$ cat src/rtl/mem_wb_writeback.sv
// -----------------------------------------------------------------------------
// mem_wb_writeback
//
// MEM/WB pipeline register combined with the writeback unit. It is the
// producing end of the register-file write port (reg_write / write_register /
// write_data) consumed by the ID stage.
//
//   - Latches MEM-stage results every rising edge (1-cycle latency).
//   - Extends load data by load type and byte offset before the register.
//   - Selects ALU result vs. extended load data.
//   - Never enables a write to register 0.
//   - Stall holds every register; flush loads a bubble (flush wins).
//   - Keeps a wrapping count of retired valid instructions.
//
// Ports
//   clk                clock, all state on the rising edge
//   reset              asynchronous, active-low reset
//   i_valid            MEM stage holds a real instruction
//   i_stall            hold all stage registers this cycle
//   i_flush            load a bubble this cycle
//   i_reg_write        instruction writes a register
//   i_mem_to_reg       1: writeback from memory, 0: from ALU
//   i_load_type        000 LB, 001 LH, 010 LW, 100 LBU, 101 LHU, other = LW
//   i_alu_result       ALU result; bits [1:0] are the load byte offset
//   i_mem_read_data    raw aligned memory word
//   i_write_register   destination register index
//   o_valid            registered valid
//   o_reg_write        register-bank write enable
//   o_write_register   register-bank write address
//   o_write_data       register-bank write data
//   o_retired_count    number of valid instructions retired (wraps)
// -----------------------------------------------------------------------------
module mem_wb_writeback #(
    parameter int DATA_WIDTH       = 32,
    parameter int REG_ADDR_WIDTH   = 5,
    parameter int RETIRE_CNT_WIDTH = 32
) (
    input  logic                        clk,
    input  logic                        reset,
    input  logic                        i_valid,
    input  logic                        i_stall,
    input  logic                        i_flush,
    input  logic                        i_reg_write,
    input  logic                        i_mem_to_reg,
    input  logic [2:0]                  i_load_type,
    input  logic [DATA_WIDTH-1:0]       i_alu_result,
    input  logic [DATA_WIDTH-1:0]       i_mem_read_data,
    input  logic [REG_ADDR_WIDTH-1:0]   i_write_register,
    output logic                        o_valid,
    output logic                        o_reg_write,
    output logic [REG_ADDR_WIDTH-1:0]   o_write_register,
    output logic [DATA_WIDTH-1:0]       o_write_data,
    output logic [RETIRE_CNT_WIDTH-1:0] o_retired_count
);

    // Load type encodings
    localparam logic [2:0] LT_LB  = 3'b000;
    localparam logic [2:0] LT_LH  = 3'b001;
    localparam logic [2:0] LT_LW  = 3'b010;
    localparam logic [2:0] LT_LBU = 3'b100;
    localparam logic [2:0] LT_LHU = 3'b101;

    // Little-endian load extension. The byte lane comes from offset[1:0],
    // the halfword lane from offset[1] only (offset[0] is ignored for
    // halfwords; misaligned halfwords are not trapped here).
    function automatic logic [31:0] load_extend(
        input logic [2:0]  load_type,
        input logic [31:0] word,
        input logic [1:0]  offset
    );
        logic [7:0]  byte_sel;
        logic [15:0] half_sel;
        logic [31:0] result;
        case (offset)
            2'd0:    byte_sel = word[7:0];
            2'd1:    byte_sel = word[15:8];
            2'd2:    byte_sel = word[23:16];
            2'd3:    byte_sel = word[31:24];
            default: byte_sel = word[7:0];
        endcase
        if (offset[1]) begin
            half_sel = word[31:16];
        end else begin
            half_sel = word[15:0];
        end
        case (load_type)
            LT_LB:   result = {{24{byte_sel[7]}}, byte_sel};
            LT_LBU:  result = {24'h000000, byte_sel};
            LT_LH:   result = {{16{half_sel[15]}}, half_sel};
            LT_LHU:  result = {16'h0000, half_sel};
            LT_LW:   result = word;
            default: result = word;
        endcase
        return result;
    endfunction

    logic [DATA_WIDTH-1:0]       w_ext_data;
    logic [DATA_WIDTH-1:0]       w_wb_data;
    logic                        w_reg_write;

    logic                        r_valid;
    logic                        r_reg_write;
    logic [REG_ADDR_WIDTH-1:0]   r_write_register;
    logic [DATA_WIDTH-1:0]       r_write_data;
    logic [RETIRE_CNT_WIDTH-1:0] r_retired_count;

    assign w_ext_data  = load_extend(i_load_type, i_mem_read_data, i_alu_result[1:0]);
    assign w_wb_data   = i_mem_to_reg ? w_ext_data : i_alu_result;
    // Register 0 is hard-wired, so a write enable to it is never issued.
    assign w_reg_write = i_valid & i_reg_write & (i_write_register != {REG_ADDR_WIDTH{1'b0}});

    // Pipeline register with flush > stall > capture priority and retire counter
    always_ff @(posedge clk or negedge reset) begin
        if (!reset) begin
            r_valid          <= 1'b0;
            r_reg_write      <= 1'b0;
            r_write_register <= {REG_ADDR_WIDTH{1'b0}};
            r_write_data     <= {DATA_WIDTH{1'b0}};
            r_retired_count  <= {RETIRE_CNT_WIDTH{1'b0}};
        end else if (i_flush) begin
            // Bubble: nothing retires, counter holds.
            r_valid          <= 1'b0;
            r_reg_write      <= 1'b0;
            r_write_register <= {REG_ADDR_WIDTH{1'b0}};
            r_write_data     <= {DATA_WIDTH{1'b0}};
            r_retired_count  <= r_retired_count;
        end else if (i_stall) begin
            // Held write enable repeats the same register-file write,
            // which is harmless.
            r_valid          <= r_valid;
            r_reg_write      <= r_reg_write;
            r_write_register <= r_write_register;
            r_write_data     <= r_write_data;
            r_retired_count  <= r_retired_count;
        end else begin
            r_valid          <= i_valid;
            r_reg_write      <= w_reg_write;
            r_write_register <= i_write_register;
            r_write_data     <= w_wb_data;
            if (i_valid) begin
                r_retired_count <= r_retired_count + {{(RETIRE_CNT_WIDTH-1){1'b0}}, 1'b1};
            end else begin
                r_retired_count <= r_retired_count;
            end
        end
    end

    assign o_valid          = r_valid;
    assign o_reg_write      = r_reg_write;
    assign o_write_register = r_write_register;
    assign o_write_data     = r_write_data;
    assign o_retired_count  = r_retired_count;

endmodule

$ cat config.mk
export PLATFORM = sky130hd
export DESIGN_NAME = mem_wb_writeback
export DESIGN_NICKNAME = d
export VERILOG_FILES = /design/src/rtl/mem_wb_writeback.sv
export SDC_FILE = /design/constraint.sdc
export NUM_CORES = 1
export LEC_CHECK = 0
export BUFFER_PORTS_ARGS = -buffer_cell sky130_fd_sc_hd__buf_2
export CELL_PAD_IN_SITES_DETAIL_PLACEMENT = 2
export CELL_PAD_IN_SITES_GLOBAL_PLACEMENT = 2
export CORE_ASPECT_RATIO = 0.7
export CORE_UTILIZATION = 28
export DETAILED_ROUTE_END_ITERATION = 10
export PLACE_DENSITY_LB_ADDON = 0.08
export SLEW_MARGIN = 20
export SYNTH_ARGS = -nofsm -noshare
export SYNTH_HDL_FRONTEND = slang
export SYNTH_SLANG_ARGS = --single-unit
export TNS_END_PERCENT = 100
$ cat constraint.sdc
create_clock -name clk -period 1.9 [get_ports clk]
set_input_delay 0.285 -clock clk [delete_from_list [all_inputs] [get_ports clk]]
set_output_delay 0.285 -clock clk [all_outputs]
set_load 0.01 [all_outputs]
==> impl_metrics.json <==
{
  "cts_setup_buffers": 0,
  "ir_drop_mv": 0.400,
  "yosysTopAreaCellShare_pct": 50.8,
  "synth_seq_cells": 71,
  "fin_skew_ns": 0.00669,
  "drc": 0,
  "seq_area_frac_synth_pct": 50.8,
  "cts_tree": "built",
  "use_met2_pct": 30.5,
  "dp_hpwl_mm": 9.60,
  "syn_area_mm2": 0.00350,
  "multiInputGateArea_mm2": 0.00159,
  "rows": 33,
  "h-tree-depth": 3,
  "grt_pass1_wl_mm": 19.4,
  "grt-busiest-layer": "met2",
  "drv_cap": 0,
  "core_area_mm2": 0.0119,
  "timing.fmax_mhz": 551,
  "post_dp_cell_area_mm2": 0.00457,
  "die_h_um": 95.6,
  "seq_area_mm2": 0.00178,
  "grt_use_total_pct": 19.8,
  "status": "finished, final reports clean",
  "cp.arrival_ns": 2.03,
  "period_minus_slack_ns": 1.82,
  "ys_warn_count": 0,
  "cts_inserted_buffers": 9,
  "max_slew_margin_pct": 49.8,
  "layout-drive-gt1-share_pct": 41.0,
  "clk_latency_ns": 0.33,
  "synthCells": 338,
  "yosys.area.top_type": "dfrtp_1",
  "grtUsageMet3_pct": 5.10,
  "grt_max_degree": 39,
  "power_mw": 4.12,
  "cp_max_fo": 7,
  "cts_sinks": 71,
  "syn_to_final_growth_pct": 39.6,
  "wl_mm": 12.5,
  "postRouteAntennaNets": 0,
  "worst_pin_slew_ns": 0.753,
  "hold_class": "input port to flop",
  "num_vias": 3372,
  "met1_usage_pct": 27.8,
  "first_pass_iters": 6,
  "ys_types": 42,
  "start_util_pct": 29.3,
  "viasPerCell": 5.09,
  "fillers": 1310,
  "powerDensity_mw_per_mm2": 844,
  "die_w_um": 136,
  "clkTransAtPathRegs_ns": 0.06,
  "grt_pass1_vias": 3497,
  "synthTopCellsByArea": "dfrtp_1, xnor2_1, a222oi_1",
  "leakagePower_nw": 2.59,
  "drv_slew": 0,
  "worst_setup_path_start_kind": "flop",
  "final-setup-viol-count": 0,
  "grt_remaining_overflow": 0,
  "n_antenna_cell": 0,
  "pin_count": 150,
  "final.period_utilization_pct": 95.6,
  "end_kind": "flop",
  "hold_violations": 0,
  "fin_area_mm2": 0.00489,
  "portBuffers": 149,
  "crit_required_ns": 2.12,
  "cts_buffer_depth": 2,
  "cts_root_buf": "clkbuf_16",
  "drtIter0Drc": 202,
  "gp_congestion": 0.809,
  "die_area_mm2": 0.0130,
  "layout.nets": 580,
  "avgRoutedWirePerCell_um": 18.9,
  "grt_antenna_before_repair": 2,
  "postSynthAreaPerCell_um2": 10.4,
  "crit_type": "flop to flop",
  "syn_nets": 418
}
what timing repair did:
item,4_1_cts,5_1_grt
setup endpoints to repair,5,11
pin swaps,0,0
gates resized for setup,1,2
endpoints found under the hold margin,33,0
hold buffers,1,0
layout make-up:
cell class / count / area share (%)
Inverter: 11 / 0.845
Timing Repair Buffer: 175 / 20.1
Clock inverter: 7 / 1.49
Clock buffer: 9 / 4.61
Sequential cell: 71 / 36.4
Tap cell: 157 / 4.02
Multi-Input combinational cell: 232 / 32.5
routing by layer:
layer  part of all wire [%]  wire, µm
met1                     49      6100
met5                   0.18        22
met3                    6.5       813
met4                   0.72        90
met2                     44      5500
flip-flops by register name (all words and copies together), names as in the netlist:
name	count
o_write_register	5
o_valid	1
o_write_data	32
o_retired_count	32
o_reg_write	1
cell usage after synthesis, drive strengths merged:
master	n
dfrtp	71
nand2	42
xnor2	27
nor2	24
a222oi	18
clkbuf	18
a21oi	11
inv	11
nand3	11
mux2	9
mux2i	9
nand4	9
o21ai	8
and3	7
a22oi	6
a31oi	6
buf	6
o221ai	6
a211oi	4
a221o	4
nor3	4
xor2	4
and4	3
o22ai	3
a221oi	2
nor2b	2
nor4	2
a2111oi	1
a311oi	1
a32o	1
and2	1
ha	1
nand2b	1
o31a	1
or2	1
or3	1
or3b	1
or4	1
per-stage QoR:
| stage | hold slack, ns | cells | setup WS (ns) | util, % | TNS (ns) |
|---|---|---|---|---|---|
| after floorplan | -0.0106 | 338 | 0.0506 | - | 0 |
| after global placement | 0.283 | 645 | -0.0279 | 38.3 | -0.0971 |
| after detailed placement | 0.284 | 645 | -0.0791 | 38.3 | -1.09 |
| after CTS | 0.178 | 662 | 0.0452 | 40.9 | 0 |
| after global routing | 0.191 | 662 | -0.00973 | 40.9 | -0.0183 |
| final | 0.189 | 662 | 0.0841 | 40.9 | 0 |
worst max-delay path, cell delays in order (launching register included):
cell     delay [ns]
dfrtp_1        0.42
ha_1           0.22
nand3_1        0.17
nor4_4         0.35
and3_4         0.29
nand4_1        0.12
xnor2_1        0.14
power by group:
| part | internal [mW] | switching (mW) | leakage (nW) |
|---|---|---|---|
| registers | 1.62 | 0.0898 | 0.958 |
| clock network | 1.02 | 0.673 | 0.142 |
| logic | 0.332 | 0.392 | 1.49 |
worst paths after layout:
check,start,end,slack (ns),cells past startpoint
max reg2reg,o_retired_count[1],o_retired_count[24],0.08,6
max,o_retired_count[1],o_retired_count[24],0.08,6
min,i_alu_result[11],o_write_data[11],0.19,2
min in group asynchronous,reset,o_write_data[19],0.46,2
max in group asynchronous,reset,o_retired_count[9],0.86,3
min reg2reg,o_retired_count[31],o_retired_count[31],0.47,1
placed cells by master, fill, tap and decap left out, types with 3 or more instances in the layout:
cell	count
buf_2	148
buf_4	23
a21oi_1	11
a211oi_1	4
a22oi_1	6
and3_1	5
and4_1	3
xor2_1	4
xnor2_1	27
o22ai_1	3
nand4_1	9
o221ai_1	6
a221o_1	4
mux2_2	9
nand2_1	42
nor2_1	23
inv_1	11
a222oi_1	18
nand3_1	11
o21ai_0	8
clkbuf_16	9
mux2i_1	9
nor3_1	3
a31oi_1	6
buf_12	3
dfrtp_1	71
logic make-up after synthesis:
kind of cell	share of synthesized area (%)
mux	5.47
compound gates	15.8
fa+ha+maj	0.357
buf+inv	4.29
flops	50.8
simple gates	15.6
xor+xnor	7.76
No activity file was read; power rests on OpenSTA's default activity.
